[src/rtl/pipe_ctrl.sv]
// Generic valid/allow_in pipeline controller with per-stage flush and retire tracking.
// Optional performance counters are built only when PIPE_CTRL_PERF_EN is defined.
module pipe_ctrl #(
  parameter int unsigned STAGES = 5,
  parameter int unsigned W      = 64,
  parameter int unsigned SW     = 3
) (
  input  logic                     clk,
  input  logic                     reset,
  input  logic                     in_valid,
  input  logic [W-1:0]             in_data,
  output logic                     in_ready,
  input  logic [STAGES-1:0]        stage_over,
  input  logic                     flush_req,
  input  logic [SW-1:0]            flush_stage,
  output logic [STAGES-1:0]        stage_valid,
  output logic [STAGES-1:0]        stage_allow_in,
  output logic [STAGES*W-1:0]      stage_data,
  output logic                     retire,
  output logic [W-1:0]             retire_data,
  output logic [(STAGES+1)*32-1:0] perf_cnt
);

  localparam int unsigned Last = STAGES - 1;

  logic [STAGES-1:0]   valid_q, valid_d;
  logic [STAGES-1:0]   allow_in;
  logic [STAGES-1:0]   kill;
  logic [STAGES-1:0]   adv;
  logic [STAGES*W-1:0] data_q;

  // A stage may accept when empty, or when its own entry leaves this cycle.
  always_comb begin
    allow_in       = '0;
    allow_in[Last] = ~valid_q[Last] | stage_over[Last];
    for (int i = int'(Last) - 1; i >= 0; i--) begin
      allow_in[i] = ~valid_q[i] | (stage_over[i] & allow_in[i+1]);
    end
  end

  always_comb begin
    kill = '0;
    for (int i = 0; i < int'(STAGES); i++) begin
      kill[i] = flush_req & (i <= int'(flush_stage));
    end
  end

  assign in_ready = allow_in[0] & ~flush_req;

  always_comb begin
    adv     = '0;
    valid_d = '0;
    adv[0]  = in_valid & in_ready;
    for (int i = 1; i < int'(STAGES); i++) begin
      adv[i] = valid_q[i-1] & stage_over[i-1] & allow_in[i] & ~kill[i-1];
    end
    for (int i = 0; i < int'(STAGES); i++) begin
      valid_d[i] = ~kill[i] & (adv[i] | (valid_q[i] & ~allow_in[i]));
    end
  end

  always_ff @(posedge clk or posedge reset) begin
    if (reset) begin
      valid_q <= '0;
    end else begin
      valid_q <= valid_d;
    end
  end

  // Payload is deliberately left unreset; it is only meaningful under valid.
  always_ff @(posedge clk) begin
    if (adv[0]) begin
      data_q[W-1:0] <= in_data;
    end
    for (int i = 1; i < int'(STAGES); i++) begin
      if (adv[i]) begin
        data_q[i*W +: W] <= data_q[(i-1)*W +: W];
      end
    end
  end

  assign stage_valid    = valid_q;
  assign stage_allow_in = allow_in;
  assign stage_data     = data_q;
  assign retire         = valid_q[Last] & stage_over[Last] & ~kill[Last];
  assign retire_data    = data_q[Last*W +: W];

`ifdef PIPE_CTRL_PERF_EN
  logic [STAGES:0][31:0] cnt_q;
  logic [STAGES-1:0]     stall;

  always_comb begin
    stall = '0;
    for (int i = 0; i < int'(Last); i++) begin
      stall[i] = valid_q[i] & ~(stage_over[i] & allow_in[i+1]);
    end
    stall[Last] = valid_q[Last] & ~stage_over[Last];
  end

  always_ff @(posedge clk or posedge reset) begin
    if (reset) begin
      cnt_q <= '0;
    end else begin
      for (int i = 0; i < int'(STAGES); i++) begin
        if (stall[i]) begin
          cnt_q[i] <= cnt_q[i] + 32'd1;
        end
      end
      if (flush_req) begin
        cnt_q[STAGES] <= cnt_q[STAGES] + 32'd1;
      end
    end
  end

  assign perf_cnt = cnt_q;
`else
  assign perf_cnt = '0;
`endif

endmodule

[config.mk]
export PLATFORM = sky130hd
export DESIGN_NAME = pipe_ctrl
export DESIGN_NICKNAME = d
export VERILOG_FILES = /design/src/rtl/pipe_ctrl.sv
export SDC_FILE = /design/constraint.sdc
export NUM_CORES = 1
export LEC_CHECK = 0
export BUFFER_PORTS_ARGS = -buffer_cell sky130_fd_sc_hd__buf_2
export CAP_MARGIN = 20
export CORE_AREA = 2 2 257 259
export CTS_CLUSTER_SIZE = 10
export DETAILED_ROUTE_END_ITERATION = 6
export DIE_AREA = 0 0 259 261
export PLACE_DENSITY_LB_ADDON = 0.1
export SLEW_MARGIN = 20
export SYNTH_ARGS = -nofsm -noshare
export SYNTH_HDL_FRONTEND = slang
export SYNTH_SLANG_ARGS = --single-unit
[constraint.sdc]
create_clock -name clk -period 8.3 [get_ports clk]
set_input_delay 0 -clock clk [delete_from_list [all_inputs] [get_ports clk]]
set_output_delay 0 -clock clk [all_outputs]
set_load 0.01 [all_outputs]
==> results.yml, run 1 <==
global_route:
  first_global_vias: 6441
  grt_max_degree: 65
  grt_pass1_wl_um: 47100
  gr-total-overflow: 0
  antenna_found_initial: 2
  grtUsageTotal_pct: 9.74
placed_design:
  routabilityCongestion: 0.740
  portBuffers: 471
  dpl.cell_count: 1902
  dpl.hpwl_um: 25600
detailed_routing:
  wl_per_cell_um: 17.3
  drt_iter0_drc: 285
  drc: 0
  first_pass_iters: 4
  ant_nets: 0
  vias: 6360
  routed_wl_um: 35400
  vias_per_cell: 3.10
worst_setup_path:
  worstSetupPathType: "reg2reg"
  cp-end-kind: "register"
  arrival_ps: 2790
  path_max_fanout: 42
  crit_path_start_kind: "register"
  required_ps: 8460
layout:
  syn_to_final_growth_pct: 36.8
  fin_nets: 1238
  layoutNonFillerInstCount: 2054
  n_antenna_cell: 0
  layout_commonest_cell: "buf_2"
  drive_gt1_share_pct: 45.4
  final_cell_mix: "471 x buf_2, 320 x edfxtp_1, 192 x conb_1, 79 x dlygate4sd3_1, 43 x clkbuf_16"
timing:
  maxSlewHeadroom_pct: 30.3
  hold_viol_final: 0
  setup_viol: 0
  rsz0062_at_grt: "no"
  slew_violations: 0
  worst_slew_pin_slew_ps: 1050
  fmax_ghz: 0.380
  tns_ps: 0
  fin_crit_ps: 2630
  skew_ps: 31.2
  period_share_pct: 31.7
clock_tree:
  h-tree-depth: 2
  post-cts-setup-buffers: 0
  cts_tree: "done"
  cts-hold-fix-buffers: 79
  path_clk_slew_ps: 60
  cts_root_buf: "clkbuf_16"
  clock_latency_ps: 560
  cts.sinks: 325
  cts-buffers-inserted: 43
  clk_path_buf_depth: 3
  post_cts_resized: 0
synth:
  yosys.area.top_type: "edfxtp_1"
  yosys_warnings: 0
  synthCells: 626
  yosysTopAreaCellShare_pct: 80.7
  yosysSeqAreaShare_pct: 81.7
  ys_top_cells_by_area: "edfxtp_1 81%, buf_4 16%, dfrtp_1 1.1%, nand2_1 0.38%, a21oi_1 0.21%"
  yosys.area_share.simple_pct: 0.988
  synth_top_family_by_area: "buffers and inverters"
  syn_avg_cell_area_um2: 19.0
  synth_compound_area_share_pct: 0.809
  yosysUniqueCellTypes: 27
  synthesis.area_mm2: 0.0119
  synth_seq_cells: 325
  yosys-mux-area-fraction_pct: 0
  synthAdderAreaFrac_pct: 0
  synth_xor_area_share_pct: 0
floorplan:
  core_area_mm2: 0.0650
  die_x_um: 259
  num_rows: 94
  die_h_um: 261
  die-area_mm2: 0.0676
  io_pins: 664
  start_util_pct: 18.3
power:
  power_density_mw_per_mm2: 228
  peakVddDrop_mv: 0.122
  power.leakage_uw: 0.00656
flow_run:
  maxCapViolCount: 0
outcome:
  status: "finished clean"
hold_path:
  min_path_type: "in2reg"
[worst max-delay path, stage by stage (launching register included)]
cell and delay [ps]:
dfrtp_1 390, nor2b_4 140, inv_1 100, nand2_1 120
a21oi_4 720, buf_4 690
[power breakdown]
part / leakage (uW) / internal, uW / switching (uW) / total [uW]
logic: 0.00297 / 55.9 / 103 / 159
registers: 0.00298 / 1820 / 14.5 / 1840
clock network: 0.000613 / 1010 / 706 / 1720
total: 0.00656 / 2890 / 823 / 3720
[final timing paths]
path | startpoint | end | slack, ps | cells after the start
worst max-delay path | stage_valid[4]$_DFF_PP0_ | stage_data[231]$_DFFE_PP_ | 5670 | 5
worst min-delay path | stage_over[3] | stage_data[194]$_DFFE_PP_ | 130 | 3
worst max register to register | stage_valid[4]$_DFF_PP0_ | stage_data[231]$_DFFE_PP_ | 5670 | 5
worst min register to register | stage_data[225]$_DFFE_PP_ | stage_data[289]$_DFFE_PP_ | 440 | 0
max in group asynchronous | reset | stage_valid[1]$_DFF_PP0_ | 7650 | 4
min in group asynchronous | reset | stage_valid[4]$_DFF_PP0_ | 450 | 4
[layer usage]
layer | global-route usage [%] | wire (um)
met5 | 0 | 0
met2 | 17.4 | 18900
met1 | 10.6 | 13000
met4 | 3.39 | 840
met3 | 3.49 | 2750
[sequential cells by signal, indices dropped and copies added (netlist names)]
register     count
stage_valid      5
stage_data     320
[metrics by stage]
stage / hold WS (ps) / cell area (um^2) / total power (uW) / setup WS [ps] / util, %
floorplan: -221 / 12600 / 2010 / 2810 / -
CTS: 91.6 / 16300 / 3800 / 5520 / 25.0
global placement: -60.1 / 14200 / 2000 / 5570 / 21.9
detailed placement: -63.3 / 14200 / 2000 / 5570 / 21.9
global route: 113 / 16300 / 3880 / 5420 / 25.0
finish: 128 / 16300 / 3720 / 5670 / 25.0
[synthesized netlist by cell type, drive strengths merged]
master,instances
conb,1
nor2b,2
dfrtp,5
nand2b,1
nand3b,1
nand3,2
nor2,2
edfxtp,320
a31o,1
o21ai,1
a22oi,1
o211a,1
nor3,2
and3,1
inv,6
buf,257
o21a,1
nand2,12
a21oi,6
o31ai,1
a21o,1
a21boi,1
[kinds of logic after synthesis]
logic type / count (synthesis)
other: 1
and+or+nand+nor: 23
buffers and inverters: 263
DFF: 325
AOI/OAI and AO/OA: 14
[cell type report]
class	count	area (um^2)
Fill cell	6858	48700
Sequential cell	325	9730
Timing Repair Buffer	557	3200
Clock buffer	57	1130
Tap cell	864	1080
Multi-Input combinational cell	229	976
Clock inverter	16	149
Inverter	6	22.5
No activity file was read; power rests on OpenSTA's default activity.
==> run 2: changes to the inputs <==
- ABC_AREA: not set -> 1
- clock period: 8.3 -> 2.3 ns (I/O delays scaled with it)
==> results.yml, run 2 <==
synth:
  yosysSeqAreaShare_pct: 81.7
  synthCells: 624
  yosys_warnings: 0
  synth_seq_cells: 325
  ys.flop_type: "edfxtp_1"
  synth.top_cells.by_count: "320 x edfxtp_1, 256 x buf_4, 10 x inv_1, 10 x nand2_4, 6 x nand2_1"
  yosysTopAreaCellShare_pct: 80.6
  yosys.area.top_type: "edfxtp_1"
  async_reset_ff_share_pct: 1.54
  syn_avg_cell_area_um2: 19.1
  yosysUniqueCellTypes: 18
  ys_top_cells_by_area: "edfxtp_1 81%, buf_4 16%, dfrtp_1 1.0%, nand2_4 0.94%, inv_1 0.31%"
  yosysMostFrequentCell: "edfxtp_1"
  synth_edf_count: 320
  synthesis.area_mm2: 0.0119
layout:
  syn_to_final_growth_pct: 36.6
  largest_reg_flops: 320
  layout_commonest_cell: "buf_2"
  final_cell_mix: "471 x buf_2, 320 x edfxtp_1, 192 x conb_1, 80 x dlygate4sd3_1, 42 x clkbuf_16"
  layoutNonFillerInstCount: 2043
  drive_gt1_share_pct: 46.2
  fin_nets: 1237
clock_tree:
  cts_root_buf: "clkbuf_16"
  cts_tree: "done"
  post_cts_resized: 0
  path_clk_slew_ps: 50
  cts-buffers-inserted: 41
  h-tree-depth: 2
  clk_path_buf_depth: 3
  clock_latency_ps: 560
  cts.sinks: 325
hold_path:
  hold_depth: 4
  min_from: "flush_stage[1]"
  min_path_type: "in2reg"
  hold_end: "stage_valid[1]$_DFF_PP0_"
detailed_routing:
  vias_per_cell: 3.06
  wl_per_cell_um: 16.7
  first_pass_iters: 4
  vias: 6244
  ant_nets: 0
  drc: 0
  routed_wl_um: 34100
  drt_iter0_drc: 280
floorplan:
  die-area_mm2: 0.0676
  io_pins: 664
  start_util_pct: 18.3
  die_x_um: 259
  die_h_um: 261
  core_area_mm2: 0.0650
  num_rows: 94
timing:
  slew_violations: 0
  rsz0062_at_grt: "no"
  period_share_pct: 94.1
  setup_viol: 0
  hold_slack_ps: 61.9
  fin_crit_ps: 2160
  skew_ps: 21.5
  hold_viol_final: 0
  fmax_ghz: 0.462
power:
  p_int_uw: 10100
  switchingPower_uw: 2840
  peakVddDrop_mv: 0.395
  clock_power_share_pct: 44.2
  power_frac_seq_pct: 51.3
  p_sw_share_pct: 21.9
  power.leakage_uw: 0.00657
  p_comb_share_pct: 4.5
  power_density_mw_per_mm2: 795
placed_design:
  routabilityCongestion: 0.721
  dpl.cell_count: 1901
  dpl.hpwl_um: 25400
  portBuffers: 471
worst_setup_path:
  cpMaxStageDelayCell: "dlygate4sd3_1"
  reg2reg_from: "stage_valid[4]$_DFF_PP0_"
  critical-path-top-delay-family: "buffers and inverters"
  crit_chain: "nand2_4 > nand2_4 > nand2_4 > nand2_4 > nand2_4 > o21ai_0 > dlygate4sd3_1 > nand2_1 > dlygate4sd3_1 > inv_1"
  reg2reg_depth: 10
  cp-end-kind: "register"
  worstSetupPathType: "reg2reg"
  required_ps: 2750
  path_max_fanout: 4
  rrSetupSlack_ps: 140
  arrival_ps: 2620
  cpPeakStageDelay_ps: 580
  r2r-end: "stage_valid[2]$_DFF_PP0_"
  crit_top_cell: "nand2_4"
  crit_path_start_kind: "register"
  path_buf_inv: 3
flow_run:
  maxCapViolCount: 0
global_route:
  grt_pass1_wl_um: 45400
  grtUsageTotal_pct: 9.37
  grt_max_degree: 65
  gr-total-overflow: 0
  first_global_vias: 6268
  antenna_found_initial: 0
outcome:
  status: "finished clean"
## run 2: worst max-delay path by stage
stage	end	depth (start not counted)	startpoint	slack [ps]
detailed placement	stage_data[86]$_DFFE_PP_	10	stage_valid[4]$_DFF_PP0_	470
global route	stage_valid[2]$_DFF_PP0_	10	stage_valid[4]$_DFF_PP0_	60
global placement	stage_data[86]$_DFFE_PP_	10	stage_valid[4]$_DFF_PP0_	490
finish	stage_valid[2]$_DFF_PP0_	10	stage_valid[4]$_DFF_PP0_	140
CTS	stage_valid[1]$_DFF_PP0_	11	stage_valid[4]$_DFF_PP0_	60
floorplan	stage_data[128]$_DFFE_PN_	6	stage_valid[4]$_DFF_PP0_	-630
## run 2: per-stage QoR
| step | utilization [%] | setup WS, ps | TNS [ps] | total power (uW) | area, um^2 |
|---|---|---|---|---|---|
| after global placement | 22.0 | 492 | 0 | 7250 | 14300 |
| final | 25.0 | 136 | 0 | 12900 | 16300 |
| after floorplan | - | -631 | -59830 | 7240 | 12700 |
| after detailed placement | 22.0 | 469 | 0 | 7240 | 14300 |
| after CTS | 25.0 | 63.8 | 0 | 13200 | 16300 |
| after global routing | 25.0 | 58.8 | 0 | 13500 | 16300 |
## run 2: worst register-to-register path, delay by kind of cell (launching register included)
| family | cells | cell delay (ps) |
|---|---|---|
| AND/OR/NAND/NOR | 6 | 400 |
| flip-flops | 1 | 400 |
| buffers and inverters | 3 | 1170 |
| AO/OA/AOI/OAI | 1 | 80 |
## run 2: final cells by class
type	count	area, um^2
Inverter	11	48.8
Multi-Input combinational cell	223	961
Clock buffer	49	1080
Fill cell	6854	48800
Antenna cell	1	2.50
Tap cell	864	1080
Timing Repair Buffer	559	3290
Clock inverter	11	81.3
Sequential cell	325	9730
## run 2: logic make-up after synthesis
family | after synthesis | synth area share, %
flops | 325 | 81.7
simple gates | 25 | 1.52
buf+inv | 267 | 16.5
compound gates | 6 | 0.294
other cells | 1 | 0.0315
## run 2: what timing repair did
item	4_1_cts	5_1_grt
hold buffers	79	2
setup buffers	0	1
setup endpoints to repair	0	1
endpoints found under the hold margin	74	1
## run 2: routing by layer
layer  part of all wire (%)  global-route usage, %  vias up
met5                      0                      0        -
met3                    7.6                   3.19       55
met2                     54                   16.6      261
li1                       -                      -     2860
met4                    2.6                   3.66        0
met1                     36                   10.3     3068
## run 2: power by group through the flow
stage / combinational, uW / sequential [uW] / clock (uW)
2_1_floorplan: 452 / 6790 / 0
3_3_place_gp: 487 / 6760 / 0
3_5_place_dp: 485 / 6760 / 0
4_1_cts: 591 / 6640 / 6020
5_1_grt: 649 / 6650 / 6210
6_report: 588 / 6640 / 5710
==> run 3: changes to the inputs <==
- PLACE_DENSITY_LB_ADDON: 0.1 -> 0.2
==> results.yml, run 3 (same netlist as run 2, synthesis figures left out) <==
outcome:
  status: "finished with violations"
  violations: "negative setup slack"
global_route:
  grt_pass1_wl_um: 44500
  grtUsageTotal_pct: 9.02
  grt_max_degree: 65
  first_global_vias: 6356
  antenna_found_initial: 5
  gr-total-overflow: 0
floorplan:
  core_area_mm2: 0.0650
  start_util_pct: 18.3
  num_rows: 94
  io_pins: 664
  die-area_mm2: 0.0676
  die_h_um: 261
  die_x_um: 259
timing:
  period_share_pct: 101
  slew_violations: 0
  fin_crit_ps: 2320
  fmax_ghz: 0.432
  rsz0062_at_grt: "yes"
  hold_viol_final: 0
  tns_ps: -15.2
  setup_viol: 1
  skew_ps: 35.3
  finalWorstSetupSlack_ps: -15.2
detailed_routing:
  first_pass_iters: 4
  ant_nets: 0
  drt_iter0_drc: 221
  routed_wl_um: 33300
  vias: 6353
  drc: 0
  wl_per_cell_um: 16.3
  vias_per_cell: 3.12
power:
  power.leakage_uw: 0.00656
  power_density_mw_per_mm2: 786
  peakVddDrop_mv: 0.487
worst_setup_path:
  cpPeakStageDelay_ps: 580
  worstSetupPathType: "in2reg"
  critical-path-top-delay-family: "buffers and inverters"
  required_ps: 2730
  crit_path_start_kind: "input pin"
  path_buf_inv: 6
  crit_top_cell: "dlygate4sd3_1"
  crit_chain: "dlygate4sd3_1 > buf_4 > inv_2 > nor2_2 > o21ai_2 > dlygate4sd3_1 > nand3_1 > dlygate4sd3_1 > nand2_1 > dlygate4sd3_1"
  cpMaxStageDelayCell: "dlygate4sd3_1"
  arrival_ps: 2750
  cp-end-kind: "register"
  path_max_fanout: 4
placed_design:
  portBuffers: 471
  postPlaceCellArea_mm2: 0.0143
  dpl.hpwl_um: 24900
  routabilityCongestion: 0.750
  pre_cts_slack_ps: 418
  dpl.cell_count: 1902
layout:
  drive_gt1_share_pct: 46.8
  fin_nets: 1237
  largest_reg_flops: 320
  layout_commonest_cell: "buf_2"
  fin_area_mm2: 0.0163
  final_cell_mix: "470 x buf_2, 320 x edfxtp_1, 192 x conb_1, 80 x dlygate4sd3_1, 40 x clkbuf_16"
  utilization_pct: 25.0
  layoutNonFillerInstCount: 2038
  syn_to_final_growth_pct: 36.6
  fill_cells: 6779
clock_tree:
  clk_path_buf_depth: 3
  clock_latency_ps: 560
  path_clk_slew_ps: 60
  cts-buffers-inserted: 40
  cts_root_buf: "clkbuf_16"
  cts.sinks: 325
  h-tree-depth: 2
  cts_tree: "done"
hold_path:
  min_path_type: "in2reg"
flow_run:
  maxCapViolCount: 0
[run 3: cell count changes in the layout (fill, tap and decap cells not counted), moves of 2 or more]
cell | previous run | this run
buf_4 | 2 | 4
clkbuf_1 | 7 | 2
clkbuf_16 | 42 | 40
clkinv_16 | 0 | 3
nor2_1 | 3 | 1
nor2_2 | 0 | 2
[run 3: worst paths after layout]
kind / start / end / slack [ps] / depth (start not counted)
worst max register to register: stage_valid[4]$_DFF_PP0_ / stage_valid[3]$_DFF_PP0_ / 360 / 6
worst min-delay path: in_valid / stage_data[19]$_DFFE_PP_ / 70 / 4
worst min register to register: stage_data[80]$_DFFE_PP_ / stage_data[144]$_DFFE_PN_ / 420 / 0
min in group asynchronous: reset / stage_valid[4]$_DFF_PP0_ / 450 / 4
max in group asynchronous: reset / stage_valid[2]$_DFF_PP0_ / 1650 / 4
worst max-delay path: flush_req / stage_valid[3]$_DFF_PP0_ / -20 / 10
[run 3: cell type report]
cell class	count	area [um^2]	share of cell area (%)
well taps	864	1080	6.64
flip-flops and latches	325	9730	59.8
diodes	2	5.00	0.0307
clock buffers	42	1010	6.19
clock inverters	11	129	0.792
multi-input cells	223	970	5.96
repair buffers	560	3300	20.3
inverters	11	48.8	0.300
[run 3: report_power, final]
group | internal, uW | leakage (uW) | total, uW | switching, uW
Clock | 3150 | 0.000552 | 5560 | 2410
Combinational | 217 | 0.00304 | 594 | 376
Sequential | 6580 | 0.00298 | 6640 | 57.8
[run 3: repair_timing]
action | in CTS | in global routing
setup endpoints to repair | 0 | 2
hold buffers | 79 | 2
setup buffers | 0 | 1
resized for setup | 0 | 5
hold endpoints to repair | 74 | 1
[run 3: stage by stage]
| stage | hold slack (ps) | total power, uW |
|---|---|---|
| floorplan | -221 | 7240 |
| global placement | -78.5 | 7240 |
| detailed placement | -76.3 | 7240 |
| CTS | 35.8 | 13100 |
| global route | 57.7 | 13300 |
| finish | 73.3 | 12800 |
[run 3: worst register-to-register path: cells and delay by family, from the launching register on]
kind	cells	cell delay, ps
simple gates	4	290
flops	1	410
buf+inv	2	1130
[run 3: routing by layer]
metal | GRT usage [%] | wire, um
met3 | 2.89 | 2550
met1 | 10.5 | 12400
met5 | 0 | 0
met4 | 3.15 | 844
met2 | 15.6 | 17500
